<file path="config.mk">
export PLATFORM = sky130hd
export DESIGN_NAME = uart_fx_master
export DESIGN_NICKNAME = d
export VERILOG_FILES = /design/src/rtl/uart_fx_master.sv
export SDC_FILE = /design/constraint.sdc
export NUM_CORES = 1
export LEC_CHECK = 0
export ABC_AREA = 0
export CORE_MARGIN = 3
export CORE_UTILIZATION = 35
export CTS_CLUSTER_SIZE = 8
export DETAILED_ROUTE_END_ITERATION = 16
export GPL_TIMING_DRIVEN = 0
export HOLD_SLACK_MARGIN = 0.12
export PLACE_DENSITY_LB_ADDON = 0.2
export SYNTH_ARGS = -nofsm -noshare
export SYNTH_HDL_FRONTEND = slang
export SYNTH_SLANG_ARGS = --single-unit
export TNS_END_PERCENT = 20
</file>
<file path="constraint.sdc">
create_clock -name clk_sys -period 2 [get_ports clk_sys]
set_input_delay 0.2 -clock clk_sys [delete_from_list [all_inputs] [get_ports clk_sys]]
set_output_delay 0.2 -clock clk_sys [all_outputs]
set_load 0.01 [all_outputs]
</file>
<file path="src/rtl/uart_fx_master.sv">
// UART command-frame master: turns CMD/A2/A1/A0[/D] byte frames into fx bus
// write and read cycles and hands read data back to the UART transmitter.
module uart_fx_master #(
  parameter int RD_LAT  = 2,
  parameter int TIMEOUT = 100000
) (
  input  logic        clk_sys,
  input  logic        rst,
  input  logic        rx_vld,
  input  logic [7:0]  rx_data,
  output logic        tx_vld,
  output logic [7:0]  tx_data,
  input  logic        tx_rdy,
  output logic        ufx_wr,
  output logic [21:0] ufx_waddr,
  output logic [7:0]  ufx_data,
  output logic        ufx_rd,
  output logic [21:0] ufx_raddr,
  input  logic [7:0]  ufx_q,
  output logic        frm_err
);

  typedef enum logic [3:0] {
    IDLE, ADR2, ADR1, ADR0, DAT, WR, RD, WAIT, TX
  } state_t;

  localparam logic [7:0]  CMD_WR   = 8'h57;
  localparam logic [7:0]  CMD_RD   = 8'h52;
  localparam logic [23:0] TO_LAST  = 24'(TIMEOUT - 1);
  localparam logic [2:0]  LAT_LAST = 3'(RD_LAT - 1);

  state_t      state_q, state_d;
  logic        isWr_q, isWr_d;
  logic [23:0] addr_q, addr_d;
  logic [23:0] to_q, to_d;
  logic [2:0]  lat_q, lat_d;
  logic        wr_q, wr_d;
  logic [21:0] waddr_q, waddr_d;
  logic [7:0]  wdata_q, wdata_d;
  logic        rd_q, rd_d;
  logic [21:0] raddr_q, raddr_d;
  logic        txv_q, txv_d;
  logic [7:0]  txd_q, txd_d;
  logic        err_q, err_d;

  logic [23:0] addrShift;
  logic        inFrame;
  logic        busBusy;

  assign addrShift = {addr_q[15:0], rx_data};
  assign inFrame   = (state_q == ADR2) || (state_q == ADR1) ||
                     (state_q == ADR0) || (state_q == DAT);
  assign busBusy   = (state_q == WR) || (state_q == RD) ||
                     (state_q == WAIT) || (state_q == TX);

  always_ff @(posedge clk_sys) begin
    if (rst) begin
      state_q <= IDLE;
      isWr_q  <= 1'b0;
      addr_q  <= '0;
      to_q    <= '0;
      lat_q   <= '0;
      wr_q    <= 1'b0;
      waddr_q <= '0;
      wdata_q <= '0;
      rd_q    <= 1'b0;
      raddr_q <= '0;
      txv_q   <= 1'b0;
      txd_q   <= '0;
      err_q   <= 1'b0;
    end else begin
      state_q <= state_d;
      isWr_q  <= isWr_d;
      addr_q  <= addr_d;
      to_q    <= to_d;
      lat_q   <= lat_d;
      wr_q    <= wr_d;
      waddr_q <= waddr_d;
      wdata_q <= wdata_d;
      rd_q    <= rd_d;
      raddr_q <= raddr_d;
      txv_q   <= txv_d;
      txd_q   <= txd_d;
      err_q   <= err_d;
    end
  end

  // Bus strobes, tx_vld and frm_err are all registered, so each is set on the
  // edge that enters its state and is cleared by the default on the next one.
  always_comb begin
    state_d = state_q;
    isWr_d  = isWr_q;
    addr_d  = addr_q;
    to_d    = '0;
    lat_d   = lat_q;
    wr_d    = 1'b0;
    waddr_d = waddr_q;
    wdata_d = wdata_q;
    rd_d    = 1'b0;
    raddr_d = raddr_q;
    txv_d   = 1'b0;
    txd_d   = txd_q;
    err_d   = 1'b0;

    case (state_q)
      IDLE: begin
        if (rx_vld) begin
          if (rx_data == CMD_WR || rx_data == CMD_RD) begin
            state_d = ADR2;
            isWr_d  = (rx_data == CMD_WR);
          end else begin
            err_d = 1'b1;
          end
        end
      end
      ADR2: begin
        if (rx_vld) begin
          addr_d  = addrShift;
          state_d = ADR1;
        end
      end
      ADR1: begin
        if (rx_vld) begin
          addr_d  = addrShift;
          state_d = ADR0;
        end
      end
      ADR0: begin
        if (rx_vld) begin
          addr_d = addrShift;
          if (isWr_q) begin
            state_d = DAT;
          end else begin
            state_d = RD;
            rd_d    = 1'b1;
            raddr_d = addrShift[21:0];
          end
        end
      end
      DAT: begin
        if (rx_vld) begin
          state_d = WR;
          wr_d    = 1'b1;
          waddr_d = addr_q[21:0];
          wdata_d = rx_data;
        end
      end
      WR: begin
        state_d = IDLE;
      end
      RD: begin
        state_d = WAIT;
        lat_d   = '0;
      end
      WAIT: begin
        if (lat_q == LAT_LAST) begin
          txd_d   = ufx_q;
          txv_d   = 1'b1;
          state_d = TX;
        end else begin
          lat_d = lat_q + 3'd1;
        end
      end
      TX: begin
        txv_d = 1'b1;
        if (tx_rdy) begin
          txv_d   = 1'b0;
          state_d = IDLE;
        end
      end
      default: begin
        state_d = IDLE;
      end
    endcase

    // Inter-byte silence inside a frame drops the frame without a bus cycle.
    if (inFrame && !rx_vld) begin
      if (to_q == TO_LAST) begin
        state_d = IDLE;
        err_d   = 1'b1;
      end else begin
        to_d = to_q + 24'd1;
      end
    end

    if (busBusy && rx_vld) begin
      err_d = 1'b1;
    end
  end

  assign ufx_wr    = wr_q;
  assign ufx_waddr = waddr_q;
  assign ufx_data  = wdata_q;
  assign ufx_rd    = rd_q;
  assign ufx_raddr = raddr_q;
  assign tx_vld    = txv_q;
  assign tx_data   = txd_q;
  assign frm_err   = err_q;

endmodule

</file>
## Yosys cells after proc, flatten, opt, wreduce, memory -nomap -nowiden

Cells that the tools add are included.

| storage, ports and cells | value |
|---|---|
| register bits | 118 |
| bits of input ports | 20 |
| logic and storage cells | 80 |

| operators by class | value |
|---|---|
| $add $sub $neg | 2 |
| equality and inequality tests | 13 |
| muxes and demuxes | 25 |
| bitwise logic cells | 5 |
| reduce and logical (&&, ||, !) cells | 22 |

Operators by type and width:

| kind | count |
|---|---|
| 4-bit two-way mux | 10 |
| 4-bit one-hot mux with 8 select lines | 1 |
| 24-bit by 1-bit adder with 24-bit output, second input constant | 1 |
| 24-bit by 17-bit == test with 1-bit output, second input constant | 1 |
| 4-bit by 3-bit == test with 1-bit output, second input constant | 4 |
| 8-bit by 7-bit == test with 1-bit output, second input constant | 2 |
| 1-bit two-way mux | 10 |
| 3-bit OR reduction | 3 |
| 4-bit by 2-bit == test with 1-bit output, second input constant | 2 |
| 2-bit AND reduction | 4 |
| 1-bit logical OR | 7 |
| 3-bit one-hot mux with 2 select lines | 1 |
| 3-bit AND reduction | 2 |
| 1-bit inverter | 5 |
| 4-bit by 1-bit == test with 1-bit output, second input constant | 1 |
| 4-bit == test, second input constant | 1 |
| 4-bit logical NOT | 1 |
| 3-bit by 1-bit adder with 3-bit output, second input constant | 1 |
| 3-bit by 1-bit == test with 1-bit output, second input constant | 1 |
| 3-bit two-way mux | 1 |
| 1-bit logical AND | 2 |
| 2-bit two-way mux | 1 |
| 2-bit inequality test, second input constant | 1 |
| 1-bit one-hot mux with 2 select lines | 1 |
| 3 further kinds | 3 |

## Logic depth before layout (Yosys ltp)

Gate-level depths: netlist of run 1.

| logic depth | value |
|---|---|
| depth in word-level cells | 8 |
| depth in mapped cells | 6 |

## Worst setup path after synthesis of run 1

No wires, ideal clock.

| timing path | value |
|---|---|
| path type | register to register |
| from | register to_q[0] |
| to | register to_q[16] |
| arrival time | 1.803 ns |
| slack | 0.128 ns |
| stages on the path, launching flop included | 7 |
| buffers on the path | 1 |
| clock period less this slack | 1.872 ns |
| cells stage by stage | dfxtp_1 -> ha_1 -> nand4_1 -> or4_1 -> clkbuf_1 -> or3_1 -> a21oi_1 |

| on the way | value |
|---|---|
| cells in the longest elaborated chain, start to end | 2 |
| elaborated cells on any way between the ends | 3 |
| classes of those cells | 1 x add/sub; 1 x eq/ne; 1 x reduce/logical |

Ends and longest elaborated chain:

| element | line | text |
|---|---|---|
| start, declared | 35 | `logic [23:0] to_q, to_d;` |
| start signal, assigned | 75 | `to_q <= to_d;` |
| branches (longest 2 deep; another with 24-bit by 1-bit adder with 24-bit output) | -- |  |

Parallel ways; which one is timed is not known.
A chain may end at the register's enable or synchronous reset.

## Worst setup path in the final report of run 1

| timing path | value |
|---|---|
| from | register to_q[2] |
| to | register to_q[23] |

Same word-level chain as after synthesis.

==> results.toml, run 1 <==
[timing]
holdWs_ns = 0.302
finalSetupViolations = 0
hold_viol = 0
worst_slew_pin_slew_ns = 0.587
fmax_mhz = 521
period_share = 0.961
final.setup_skew_ns = 0.00989
final_max_slew_viol_count = 0
layout_min_cycle_time_ns = 1.92
slew_headroom = 0.605

[power_and_ir_drop]
cellLeakagePower_nw = 2.00
ir_worst_vdd_uv = 660
p_comb_frac = 0.021
netSwitchingFraction = 0.223
seqPwrFrac = 0.444
clkPwrFrac = 0.535
p_int_mw = 4.12
power_density_mw_per_mm2 = 842
p_sw_mw = 1.18

[yosys]
synth_area_leaders = "dfxtp_1, nand2_1, a21oi_1"
synth_compound_area_frac = 0.137
yosys.area_share.simple = 0.257
yosys-top-cells-count = "nand2_1, dfxtp_1, a21oi_1"
synth_top_family_by_area = "simple AND/OR/NAND/NOR gates"
yosys.area_share.adder = 0.00817
yosys_warnings = 0
synth_most_common_cell = "nand2_1"
synth.avg_cell_area_um2 = 8.12
synth-edff-count = 0
synth_area_mm2 = 0.00460
synth_top_area_share = 0.514
synth_fp_nets = 589
synth_flop_cell = "dfxtp_1"
synth_xor_area_frac = 0.0267
synth-seq-cells = 118
yosys.area.top_type = "dfxtp_1"
ys_types = 43
synthArstFlopShare = 0
muxShareOfSynthArea = 0.0196
synthCells = 566
synth_seq_area_share = 0.514

[route]
via_per_inst = 4.96
num_vias = 4249
first_pass_iters = 4
routed_wl_um = 12400
drc_errors = 0
drt.antenna.violating_nets = 0
wl_per_cell_um = 14.4
drt-initial-drc-count = 245

[worst_hold_path]
hold_path_class = "input pin to flop"

[floorplan]
pin_count = 84
dieWidth_um = 121
fp.coreArea_mm2 = 0.0127
start_util = 0.361
die_y_um = 121
fp-row-count = 41
dieArea_mm2 = 0.0145

[clock_network]
cts_hold_buf = 0
cts_tree = "yes"
htreeDepth = 4
clockBufferDepth = 2
clock-sinks = 118
insertion_delay_ns = 0.41
clk_pin_slew_ns = 0.06
cts_inserted_buffers = 17
cts-root-buf = "clkbuf_16"

[global_route]
grt_pass1_wl_um = 20000
grt_usage = 0.171
grt_max_degree = 17
grt_pass1_vias = 4074
antenna_found_initial = 0
grt_overflow = 0

[layout]
drive_above_1_share = 0.0921
area_delta_synth_final_pct = 37.1
design_area_mm2 = 0.00630
final_nets = 694
diodes = 0

[worst_setup_path]
critPathMaxFanout = 9
crit_path_end_kind = "flop"
required_ns = 2.33
criticalPathCategory = "flop to flop"
arrival_ns = 2.25
startpoint_type = "flop"

[place]
gp_congestion = 0.793
placed_cell_area_mm2 = 0.00563
dp_hpwl_um = 8680
port_buffers = 82

[run_status]
status = "finished clean"

[run]
cap_violations = 0
-- power by group through the flow --
stage | registers, mW | clock network, mW | logic, mW
floorplan | 2.41 | 0 | 0.0403
global placement | 2.40 | 0 | 0.110
detailed placement | 2.40 | 0 | 0.110
CTS | 2.35 | 2.88 | 0.112
global route | 2.35 | 3.00 | 0.121
finish | 2.35 | 2.84 | 0.113
-- stage by stage --
step / total power, mW / util / worst slack [ns] / setup TNS [ns] / std cells
after global placement: 2.51 / 0.443 / -0.290 / -8.70 / 820
after CTS: 5.35 / 0.489 / 0.00178 / 0 / 853
after detailed placement: 2.52 / 0.443 / -0.332 / -10.00 / 820
after floorplan: 2.45 / - / 0.128 / 0 / 566
final: 5.30 / 0.495 / 0.0789 / 0 / 856
after global routing: 5.47 / 0.495 / -0.0212 / -0.0428 / 856
-- critical path, stage by stage, from the launching register on --
cell and delay, ns:
dfxtp_1 0.45, nand3_2 0.16, or4_1 0.48, buf_2 0.19, or4_1 0.41, a21oi_1 0.15
-- metal layers --
layer  up-vias  part of all wire  track usage
met5         -                 0            0
met4         0            0.0059       0.0439
met3         6             0.050       0.0543
met2        82              0.47        0.272
met1      2033              0.47        0.226
li1       2128                 -            -
-- area by class of cell --
cell class | count | area, um2
multi-input combinational | 404 | 2110
clock inverter | 13 | 128
fill | 1283 | 6420
buffer | 35 | 156
timing repair buffer | 86 | 851
sequential | 118 | 2370
tap | 172 | 215
inverter | 9 | 33.8
clock buffer | 19 | 433
-- cells in the final DEF, fill, tap and decap left out, types with 5 or more instances in the layout --
master,netlist,final
a21oi_1,91,90
clkdlybuf4s50_1,0,82
nand3_1,10,9
nor2b_1,9,9
or3_1,8,8
clkbuf_1,29,25
dfxtp_2,0,6
nand4_1,8,8
clkbuf_16,0,17
nor4_1,8,7
xnor2_1,10,10
clkinv_4,0,6
o21ai_0,14,14
clkbuf_2,0,5
nand2_1,158,158
nor3_1,8,8
inv_1,9,9
nor2_1,32,32
mux2i_1,9,9
dfxtp_1,118,112
-- path summary, 6_finish.rpt --
| kind | from | cells after the start | slack [ns] | to |
|---|---|---|---|---|
| max | to_q[2]$_SDFF_PP0_ | 5 | 0.08 | to_q[23]$_SDFF_PP0_ |
| min | rx_vld | 3 | 0.30 | frm_err$_SDFF_PP0_ |
| max reg2reg | to_q[2]$_SDFF_PP0_ | 5 | 0.08 | to_q[23]$_SDFF_PP0_ |
| min reg2reg | ufx_waddr[5]$_SDFFE_PP0P_ | 2 | 0.45 | ufx_waddr[5]$_SDFFE_PP0P_ |
-- sequential cells by signal, indices dropped and copies added (netlist names) --
name / cells
tx_data: 8
isWr_q: 1
ufx_rd: 1
ufx_wr: 1
frm_err: 1
ufx_waddr: 22
tx_vld: 1
ufx_raddr: 22
state_q: 4
addr_q: 22
lat_q: 3
to_q: 24
ufx_data: 8
-- cells by family (layout without fill, tap and decap cells) --
family	count (synthesis)	count (layout)
compound gates	117	117
xor+xnor	14	14
fa+ha+maj	3	3
buf+inv	44	162
flops	118	118
mux	9	9
simple gates	261	261
-- timing repair --
action | CTS | global route
pin swaps | 1 | 1
endpoints found under the hold margin | 0 | 0
resized for setup | 11 | 19
buffers inserted | 1 | 3
endpoints found under the setup margin | 51 | 55
No activity file was read; power rests on OpenSTA's default activity.
==> run 2, diff against run 1 <==
--- a/config.mk
+++ b/config.mk
@@ -12,7 +12,6 @@
 export DETAILED_ROUTE_END_ITERATION = 16
 export GPL_TIMING_DRIVEN = 0
 export HOLD_SLACK_MARGIN = 0.12
-export PLACE_DENSITY_LB_ADDON = 0.2
 export SYNTH_ARGS = -nofsm -noshare
 export SYNTH_HDL_FRONTEND = slang
 export SYNTH_SLANG_ARGS = --single-unit
==> results.toml, run 2 (synthesis gave the netlist of run 1 again) <==
[run_status]
status = "finished clean"

[floorplan]
dieArea_mm2 = 0.0145
die_y_um = 121
fp.coreArea_mm2 = 0.0127
start_util = 0.361
dieWidth_um = 121
pin_count = 84
fp-row-count = 41

[power_and_ir_drop]
p_comb_frac = 0.020
p_sw_mw = 1.10
clkPwrFrac = 0.570
power_density_mw_per_mm2 = 906
ir_worst_vdd_uv = 506
netSwitchingFraction = 0.191
p_int_mw = 4.65
seqPwrFrac = 0.410
cellLeakagePower_nw = 2.03

[global_route]
grt_pass1_wl_um = 19900
busiest_layer = "met2"
grt_max_degree = 17
gr-usage-met3 = 0.0407
grt_usage = 0.175
antenna_found_initial = 0
use_met1 = 0.232
grt_overflow = 0
grt_use_met2 = 0.271
grt_pass1_vias = 3993

[clock_network]
cts_inserted_buffers = 17
clock-sinks = 118
cts-root-buf = "clkbuf_16"
clockBufferDepth = 2
htreeDepth = 4
cts_hold_buf = 0
clk_pin_slew_ns = 0.06
cts_tree = "yes"
insertion_delay_ns = 0.42

[timing]
slew_headroom = 0.574
finalSetupViolations = 0
hold_viol = 0
fmax_mhz = 525
rsz0062_at_grt = "yes"
final_max_slew_viol_count = 0
layout_min_cycle_time_ns = 1.91
worst_slew_pin_slew_ns = 0.633
fin_tns_setup_ns = 0
final.setup_skew_ns = 0.0151
period_share = 0.953

[worst_setup_path]
startpoint_type = "flop"
arrival_ns = 2.26
required_ns = 2.36
worst-r2r-setup-slack_ns = 0.09
crit_path_end_kind = "flop"
criticalPathCategory = "flop to flop"
critPathMaxFanout = 9

[layout]
largest_register_ffs = 24
fillers = 1271
layout_commonest_cell = "nand2_1"
finalCoreUtilization = 0.498
final_nets = 691
drive_above_1_share = 0.0825
area_delta_synth_final_pct = 38.0
max_flop_register = "to_q"
layout_common_cells = "nand2_1, dfxtp_1, a21oi_1"
diodes = 0

[worst_hold_path]
hold_path_class = "input pin to flop"

[place]
port_buffers = 82
dp_hpwl_um = 8570
gp_congestion = 0.822

[route]
drc_errors = 0
wl_per_cell_um = 14.5
drt.antenna.violating_nets = 0
num_vias = 4221
first_pass_iters = 5
routed_wl_um = 12300
drt-initial-drc-count = 252
via_per_inst = 4.96

[run]
cap_violations = 0
[run 2: cell types whose count changed in the layout (fill, tap and decap cells not counted), sizes merged]
cell / before / now
bufinv: 1 / 5
clkinv: 7 / 4
clkinvlp: 3 / 1
inv: 11 / 9
buf: 7 / 6
clkbuf: 51 / 50
[run 2: routing by layer]
metal / vias up / share of wire
met2: 81 / 0.47
met4: 0 / 0.017
met3: 15 / 0.043
li1: 2128 / -
met5: - / 0
met1: 1997 / 0.47
[run 2: power groups by stage]
stage | registers (mW) | logic, mW | clock network, mW
after detailed placement | 2.41 | 0.113 | 0
after CTS | 2.36 | 0.114 | 3.32
after global placement | 2.40 | 0.111 | 0
final | 2.36 | 0.115 | 3.28
after floorplan | 2.41 | 0.0403 | 0
after global routing | 2.35 | 0.123 | 3.43
[run 2: repair_timing]
item / CTS / global route
resized for setup: 10 / 18
pin swaps: 2 / 0
buffers inserted: 1 / 0
setup endpoints to repair: 50 / 58
[run 2: worst paths after layout]
kind / start / end / depth (start not counted)
setup / recovery: to_q[11]$_SDFF_PP0_ / to_q[23]$_SDFF_PP0_ / 6
hold / removal: rx_vld / frm_err$_SDFF_PP0_ / 3
setup reg to reg: to_q[11]$_SDFF_PP0_ / to_q[23]$_SDFF_PP0_ / 6
hold reg to reg: ufx_waddr[17]$_SDFFE_PP0P_ / ufx_waddr[17]$_SDFFE_PP0P_ / 2
[run 2: final cells by class]
type / instances / area (um2) / share of cell area
clock inverter: 10 / 178 / 0.0280
multi-input combinational: 404 / 2100 / 0.332
timing repair buffer: 83 / 828 / 0.131
buffer: 35 / 156 / 0.0247
inverter: 9 / 33.8 / 0.00533
tap: 172 / 215 / 0.0339
clock buffer: 20 / 457 / 0.0720
sequential: 118 / 2370 / 0.374
[run 2: critical path: stages, from the launching register on]
cell and delay (ns):
dfxtp_1 0.30, clkbuf_4 0.17, nand4_1 0.13, or4_1 0.53, buf_2 0.19, or4_1 0.40
a21oi_1 0.14
[run 2: stage by stage]
stage	total power [mW]	cells	cell area [um2]	setup slack, ns	hold WS (ns)
final	5.75	851	6340	0.0938	0.305
after global routing	5.91	851	6340	-0.00921	0.327
after CTS	5.79	851	6300	0.00146	0.264
after detailed placement	2.52	820	5630	-0.351	0.448
after global placement	2.52	820	5630	-0.281	0.445
after floorplan	2.45	566	4600	0.128	0.336
